===== config.mk =====
export PLATFORM = sky130hd
export DESIGN_NAME = alu_share_ctrl
export DESIGN_NICKNAME = d
export VERILOG_FILES = /design/src/rtl/alu_share_ctrl_pkg.sv /design/src/rtl/alu_share_ctrl_rr_arb2.sv /design/src/rtl/alu_share_ctrl.sv
export SDC_FILE = /design/constraint.sdc
export NUM_CORES = 1
export LEC_CHECK = 0
export ABC_CLOCK_PERIOD_IN_PS = 3100
export CORE_MARGIN = 3
export CORE_UTILIZATION = 41
export CTS_BUF_LIST = sky130_fd_sc_hd__clkbuf_16
export DETAILED_ROUTE_END_ITERATION = 8
export PLACE_DENSITY = 0.8
export SYNTH_ARGS = -nofsm -noshare
export SYNTH_HDL_FRONTEND = slang
export SYNTH_HIERARCHICAL = 1
export SYNTH_SLANG_ARGS = --single-unit

===== constraint.sdc =====
create_clock -name clk -period 3.1 [get_ports clk]
set_input_delay 0.465 -clock clk [delete_from_list [all_inputs] [get_ports clk]]
set_output_delay 0.465 -clock clk [all_outputs]
set_load 0.03 [all_outputs]

===== src/rtl/alu_share_ctrl_pkg.sv =====
// Shared ALU definitions: widths, opcode constants, flag bit positions and controller state encoding.
// Used by the share controller, its arbiter, the ALU and the bench.
package alu_defs;

    localparam int W   = 6;
    localparam int OPW = 4;

    localparam logic [OPW-1:0] OP_ILL = 4'b0001;
    localparam logic [OPW-1:0] OP_ADD = 4'b1010;
    localparam logic [OPW-1:0] OP_SUB = 4'b1011;
    localparam logic [OPW-1:0] OP_XOR = 4'b1101;
    localparam logic [OPW-1:0] OP_AND = 4'b1110;
    localparam logic [OPW-1:0] OP_OR  = 4'b1111;

    // Bit positions inside the {BAF,ZF,IOF} flag vector
    localparam int FLAG_BAF = 2;
    localparam int FLAG_ZF  = 1;
    localparam int FLAG_IOF = 0;

    typedef enum logic [1:0] {
        ST_IDLE = 2'd0,
        ST_EXEC = 2'd1,
        ST_RESP = 2'd2
    } share_state_t;

endpackage


===== src/rtl/alu_share_ctrl_rr_arb2.sv =====
// Two-way round-robin arbiter: combinational one-hot grant, pointer register
// that moves to the other requester only when the served transaction completes.
module rr_arb2 (
    input  logic       clk,
    input  logic       rst,
    input  logic [1:0] req,
    input  logic       done,
    input  logic       done_id,
    output logic [1:0] gnt
);

    logic ptr;

    always_ff @(posedge clk or posedge rst) begin
        if (rst) begin
            ptr <= 1'b0;
        end else if (done) begin
            ptr <= ~done_id;
        end
    end

    always_comb begin
        gnt = 2'b00;
        if (ptr == 1'b0) begin
            if (req[0])      gnt = 2'b01;
            else if (req[1]) gnt = 2'b10;
        end else begin
            if (req[1])      gnt = 2'b10;
            else if (req[0]) gnt = 2'b01;
        end
    end

endmodule


===== src/rtl/alu_share_ctrl.sv =====
// Two-requester front end for the shared combinational ALU: arbitrates, registers
// operands/opcode, waits one settle cycle, then holds the result until the grantee takes it.
module alu_share_ctrl
    import alu_defs::*;
(
    input  logic           clk,
    input  logic           rst,

    input  logic           req0_valid,
    output logic           req0_ready,
    input  logic [OPW-1:0] req0_op,
    input  logic [W-1:0]   req0_x,
    input  logic [W-1:0]   req0_y,

    input  logic           req1_valid,
    output logic           req1_ready,
    input  logic [OPW-1:0] req1_op,
    input  logic [W-1:0]   req1_x,
    input  logic [W-1:0]   req1_y,

    output logic           rsp0_valid,
    input  logic           rsp0_ready,
    output logic           rsp1_valid,
    input  logic           rsp1_ready,
    output logic [W-1:0]   rsp_z,
    output logic [2:0]     rsp_flags,
    output logic           rsp_err,

    output logic [W-1:0]   alu_x,
    output logic [W-1:0]   alu_y,
    output logic [OPW-1:0] alu_op,
    input  logic [W-1:0]   alu_z,
    input  logic           alu_baf,
    input  logic           alu_zf,
    input  logic           alu_iof,

    output logic           busy
);

    share_state_t   state;
    logic           grantee;
    logic [1:0]     gnt;
    logic [1:0]     arb_req;
    logic           accept;
    logic           rsp_hs;
    logic [OPW-1:0] sel_op;
    logic [W-1:0]   sel_x;
    logic [W-1:0]   sel_y;

    // Requests are only visible to the arbiter while idle, so nobody is accepted mid-op
    assign arb_req = (state == ST_IDLE) ? {req1_valid, req0_valid} : 2'b00;

    rr_arb2 u_arb (
        .clk     (clk),
        .rst     (rst),
        .req     (arb_req),
        .done    (rsp_hs),
        .done_id (grantee),
        .gnt     (gnt)
    );

    assign req0_ready = gnt[0];
    assign req1_ready = gnt[1];
    assign accept     = |gnt;

    assign sel_op = gnt[1] ? req1_op : req0_op;
    assign sel_x  = gnt[1] ? req1_x  : req0_x;
    assign sel_y  = gnt[1] ? req1_y  : req0_y;

    assign rsp_hs = (state == ST_RESP) && (grantee ? rsp1_ready : rsp0_ready);
    assign busy   = (state != ST_IDLE);

    always_ff @(posedge clk or posedge rst) begin
        if (rst) begin
            state      <= ST_IDLE;
            grantee    <= 1'b0;
            alu_x      <= '0;
            alu_y      <= '0;
            alu_op     <= '0;
            rsp_z      <= '0;
            rsp_flags  <= '0;
            rsp_err    <= 1'b0;
            rsp0_valid <= 1'b0;
            rsp1_valid <= 1'b0;
        end else begin
            case (state)
                ST_IDLE: begin
                    if (accept) begin
                        grantee <= gnt[1];
                        // Illegal opcode never reaches the ALU; answer with an error immediately
                        if (sel_op == OP_ILL) begin
                            rsp_z      <= '0;
                            rsp_flags  <= '0;
                            rsp_err    <= 1'b1;
                            rsp0_valid <= gnt[0];
                            rsp1_valid <= gnt[1];
                            state      <= ST_RESP;
                        end else begin
                            alu_x  <= sel_x;
                            alu_y  <= sel_y;
                            alu_op <= sel_op;
                            state  <= ST_EXEC;
                        end
                    end
                end
                ST_EXEC: begin
                    rsp_z      <= alu_z;
                    rsp_flags  <= {alu_baf, alu_zf, alu_iof};
                    rsp_err    <= 1'b0;
                    rsp0_valid <= ~grantee;
                    rsp1_valid <= grantee;
                    state      <= ST_RESP;
                end
                ST_RESP: begin
                    if (rsp_hs) begin
                        rsp0_valid <= 1'b0;
                        rsp1_valid <= 1'b0;
                        state      <= ST_IDLE;
                    end
                end
                default: begin
                    state <= ST_IDLE;
                end
            endcase
        end
    end

endmodule


After elaboration in Yosys (flattened, before gate mapping) --
Index checks and enable logic that the tools add are counted.
Word-level totals: register bits after elaboration 32, input port bits 47, output and inout bits 31, logic and storage cells 60
Operators by class: equality and inequality tests 6, mux-type cells 30, bitwise gates (word level) 2, reduce and logical (&&, ||, !) cells 11
Operators by type and width (number):
- $mux 6 | 4
- $mux 2 | 8
- $pmux 6 s2 | 1
- $mux 1 | 9
- $mux 3 | 2
- $pmux 1 s3 | 2
- $pmux 2 s3 | 1
- $pmux 3 s2 | 1
- $reduce_and 3->1 | 2
- $eq 4x1->1 const B | 1
- $mux 4 | 1
- $ne 2x2->1 const B | 2
- $reduce_and 2->1 | 2
- $reduce_and 4->1 | 1
- $reduce_bool 2->1 | 2
- $reduce_bool 3->1 | 1
- $eq 2x1->1 const B | 1
- $eq 2x2->1 const B | 1
- $logic_not 2->1 | 1
- $ne 2x1->1 const B | 1
- $not 1->1 | 2
- $pmux 1 s2 | 1
- $reduce_or 2->1 | 1
- $logic_and 1x1->1 | 1

Longest topological paths before layout --
depth in word-level cells 10, depth in mapped cells 11

Modules after synthesis --
Netlist, hierarchy kept.
By module, submodules not included:
- alu_share_ctrl | times used 1, cells each 119, area each 1619.1 µm², sequential area each 775.7 µm²
- rr_arb2 | times used 1, cells each 7, area each 56.3 µm², sequential area each 25.0 µm²

Least setup slack after synthesis --
OpenSTA, ideal clock, no wires.
path kind register to register, from reg state[0], to reg rsp0_valid, setup time 0.125 ns, arrival time 3.061 ns, setup slack -0.086 ns, stages on the path, launching flop included 10, buffers on the path 1, cell sequence dfrtp_1 > inv_1 > ha_1 > buf_2 > and2_1 > a21boi_0 > inv_1 > o32ai_4 > o21a_1 > mux2_2
Between the ends: elaborated cells on any way between the ends 21, classes of those cells eq/ne (6); mux (10); reduce/logical (5)
RTL lines:
- start: declaration | RTL line alu_share_ctrl.sv:40 | share_state_t state;
- start signal: assignment | RTL line alu_share_ctrl.sv:75 | state <= ST_IDLE;
- start signal: assignment | RTL line alu_share_ctrl.sv:97 | state <= ST_RESP;
- start signal: assignment | RTL line alu_share_ctrl.sv:102 | state <= ST_EXEC;
- $logic_not 2->1 (*) | RTL line alu_share_ctrl.sv:51 | assign arb_req = (state == ST_IDLE) ? {req1_valid, req0_valid} : 2'b00;
- $mux 2 (*) | RTL line alu_share_ctrl.sv:51
- named net arb_req[0] | RTL line alu_share_ctrl.sv:43 | logic [1:0] arb_req;
- $mux 1 | RTL line alu_share_ctrl_rr_arb2.sv:29 | else if (req[0]) gnt = 2'b01;
- $mux 2 | RTL line alu_share_ctrl_rr_arb2.sv:28 | if (req[1]) gnt = 2'b10;
- $mux 2 (*) | RTL line alu_share_ctrl_rr_arb2.sv:24 | if (ptr == 1'b0) begin
- named net req0_ready | RTL line alu_share_ctrl.sv:10 | output logic req0_ready,
- $mux 1 or $reduce_or 2->1 (tied branches) | RTL line alu_share_ctrl.sv:91, alu_share_ctrl.sv:64
- $mux 1 or $ne 2x2->1 (tied branches)
- $pmux 1 s3 or $reduce_and 4->1 (tied branches)
- end signal: assignment | RTL line alu_share_ctrl.sv:95 | rsp0_valid <= gnt[0];
- end signal: assignment | RTL line alu_share_ctrl.sv:110 | rsp0_valid <= ~grantee;
- end: declaration | RTL line alu_share_ctrl.sv:21 | output logic rsp0_valid,
The timed path passes the listed nets; every way through them passes the cells marked *. The select of a mux whose other input is x is not followed. A chain may end at the register's enable or synchronous reset.

Worst setup path in the final report --
from reg state[0], to out req1_ready
Between the ends: word-level cells in the longest chain between the ends 5, elaborated cells on any way between the ends 6, classes of those cells mux (5); reduce/logical (1)
Ends and longest elaborated chain:
- $logic_not 2->1 (*) | RTL line alu_share_ctrl.sv:51
- $mux 2 (*) | RTL line alu_share_ctrl.sv:51
- named net arb_req[1] | RTL line alu_share_ctrl.sv:43
- $mux 2 | RTL line alu_share_ctrl_rr_arb2.sv:26 | else if (req[1]) gnt = 2'b10;
- $mux 2 | RTL line alu_share_ctrl_rr_arb2.sv:25 | if (req[0]) gnt = 2'b01;
- $mux 2 (*) | RTL line alu_share_ctrl_rr_arb2.sv:24
- end: declaration | RTL line alu_share_ctrl.sv:16 | output logic req1_ready,
The timed path passes the listed nets; every way through them passes the cells marked *.

==> flow_summary.yaml <==
sta:
  fmax_mhz: 349.5
  report.final.slew_viol_count: 0
  slew_headroom_pct: 36.87
  finalCriticalPeriod_ns: 2.861
  hold_violations: 0
  fin_crit_sh_pct: 92.30
  setup-violations-final: 0
  worst_slew_pin_slew_ns: 0.9439
  rsz0062_at_grt: "no"
  final.setup.tns_ns: 0
  skew_ns: 0.004437
grt:
  first_global_vias: 1415
  gr-total-overflow: 0
  grt_usage_pct: 18.32
  grt_max_degree: 32
  grt_pass1_wl_mm: 7.155
  antenna_found_initial: 0
cells_and_area:
  final_area_um2: 2663
  drive_above_1_share_pct: 23.92
  areaGrowthSynthToFinish_pct: 58.92
  diodes: 0
  final_cell_mix: "clkdlybuf4s50_1, dfrtp_1, mux2_2, a22o_1"
  nNetsFinal: 259
  final_common_cell: "clkdlybuf4s50_1"
route:
  wl_per_cell_um: 16.81
  wirelength_mm: 4.319
  drc: 0
  ant_nets: 0
  vias: 1307
  drtIter0Drc: 73
  firstDrtPassIters: 4
  via_per_inst: 5.086
clocking:
  h-tree-depth: 2
  cts_sinks: 32
  cts_buffer_depth: 2
  clkLatencyLatePin_ns: 0.27
  postCtsSetupBuffers: 0
  root_buffer: "clkbuf_16"
  cts.clk_slew.worst_paths_ns: 0.05
  ctsResizeCount: 0
  cts_buffers: 5
  postCtsHoldBufs: 0
  cts_tree: "yes"
floorplanning:
  core_um2: 3799
  die_h_um: 69.93
  dieArea_um2: 4890
  fp.dieW_um: 69.93
  pin_count: 78
  rows: 22
  start_util_pct: 44.10
setup_path:
  start_kind: "flip-flop"
  critPathRequiredTime_ns: 2.63
  cpPeakStageDelay_ns: 0.76
  path_max_fanout: 8
  arrival_ns: 2.40
  critical_path_class: "flip-flop to output pin"
  crit_path_end_kind: "output pin"
  slowest_stage: "clkdlybuf4s50_1"
  crit_chain: "inv_1, ha_1, and2_1, a21boi_2, clkdlybuf4s50_1"
pwr:
  p_seq_share_pct: 25.8
  power_density_nw_per_um2: 1095
  sw_frac_of_total_pct: 38.69
  switchingPower_w: 0.001128
  pwr-share-clk_pct: 18.5
  pwr-share-comb_pct: 55.7
  p_int_w: 0.001788
  total_leakage_power_nw: 1.129
  peakVddDrop_uv: 579.5
synth:
  synthArstFlopShare_pct: 100.0
  ys_seq_area_share_pct: 47.80
  syn_area_um2: 1675
  syn_avg_cell_area_um2: 13.30
  yosysWarnings: 6
  synth_cells: 126
  ys.flop_type: "dfrtp_1"
  ys_seq_elements: 32
  syn_nets: 177
  ys_types: 30
  synth_edf_count: 0
worst_hold_path:
  hold_path_class: "input port to asynchronous set/reset pin"
place:
  dpl.hpwl_mm: 3.231
  postPlaceCellArea_um2: 2499
  io_buffer_count: 77
  place_congestion: 0.8197
status:
  status: "finished, final reports clean"
flow_run:
  drv_cap: 0
==> final timing paths <==
kind / from / endpoint / depth (start not counted) / slack (ns)
max: state[0] / req1_ready / 5 / 0.24
min: rst / u_arb/ptr / 2 / 0.38
max reg2reg: state[0] / alu_x[4] / 7 / 0.30
min reg2reg: rsp1_valid / rsp1_valid / 1 / 0.50
max in group asynchronous: rst / state[1] / 3 / 2.19
min in group clk: rsp1_valid / rsp1_valid / 1 / 0.50
==> layout make-up <==
class                           count  area, um^2
Timing Repair Buffer               80       793.3
Tap cell                           48       60.06
Inverter                            8       30.03
Clock buffer                        5       125.1
Sequential cell                    32       800.8
Multi-Input combinational cell     81       814.5
Clock inverter                      3       38.79
Fill cell                         263        1136
==> cell usage after synthesis (2+ instances only) <==
cell	instances	area [um^2]
dfrtp_1	32	800.8
o21a_1	2	15.01
inv_1	8	30.03
ha_1	4	50.05
and2_1	2	12.51
a22o_1	10	87.58
a21oi_1	5	25.02
o21ai_0	3	15.01
nor2_1	3	11.26
nand2_1	3	11.26
mux2_2	25	281.5
buf_2	3	15.01
mux2_4	9	135.1
==> per-layer routing <==
| layer | up-vias | routed length [um] | GRT usage [%] | part of all wire, % |
|---|---|---|---|---|
| li1 | 619 | - | - | - |
| met1 | 637 | 1774 | 22.32 | 41 |
| met2 | 49 | 2275 | 32.63 | 53 |
| met3 | 2 | 238 | 4.173 | 5.5 |
| met4 | 0 | 30 | 4.468 | 0.69 |
| met5 | - | 0 | 0 | 0 |
==> flip-flops by register name (all words and copies together) (netlist names) <==
name	cells
u_arb/ptr	1
rsp1_valid	1
rsp_flags	3
grantee	1
rsp_z	6
alu_op	4
state	2
alu_y	6
rsp_err	1
rsp0_valid	1
alu_x	6
==> power by group through the flow <==
stage | registers [W] | clock network, W | logic [W]
floorplan | 0.00107 | 0 | 0.000721
global placement | 0.000744 | 0 | 0.00158
detailed placement | 0.000748 | 0 | 0.00163
CTS | 0.000753 | 0.000547 | 0.00164
global route | 0.000778 | 0.000569 | 0.00172
finish | 0.000752 | 0.000539 | 0.00163
==> worst max-delay path, delay by kind of cell (launching register included) <==
family	cells	cell delay, ns
buffers and inverters	2	0.87
DFF	1	0.40
adders and majority gates	1	0.24
AOI/OAI and AO/OA	1	0.43
and+or+nand+nor	1	0.17
==> cell families (layout without fill, tap and decap cells) <==
family                   after synthesis  count (layout)  share of synthesized area (%)
multiplexers                          36              36                          26.29
AO/OA/AOI/OAI                         27              27                          13.44
AND/OR/NAND/NOR                       14              14                          5.676
buffers and inverters                 13              96                          3.809
flip-flops                            32              32                          47.80
adder cells (fa/ha/maj)                4               4                          2.987
==> through the flow <==
stage / cells / worst slack [ns] / hold slack, ns / power (W) / utilization, %
5_1_grt: 257 / 0.1328 / 0.3968 / 0.003067 / 70.09
3_5_place_dp: 249 / 0.1611 / 0.4858 / 0.002380 / 65.78
3_3_place_gp: 249 / 0.2743 / 0.4833 / 0.002329 / 65.78
6_report: 257 / 0.2387 / 0.3816 / 0.002916 / 70.09
4_1_cts: 257 / 0.2452 / 0.3748 / 0.002942 / 70.09
2_1_floorplan: 126 / 0.08131 / 0.1937 / 0.001789 / -
No activity file was read; power rests on OpenSTA's default activity.
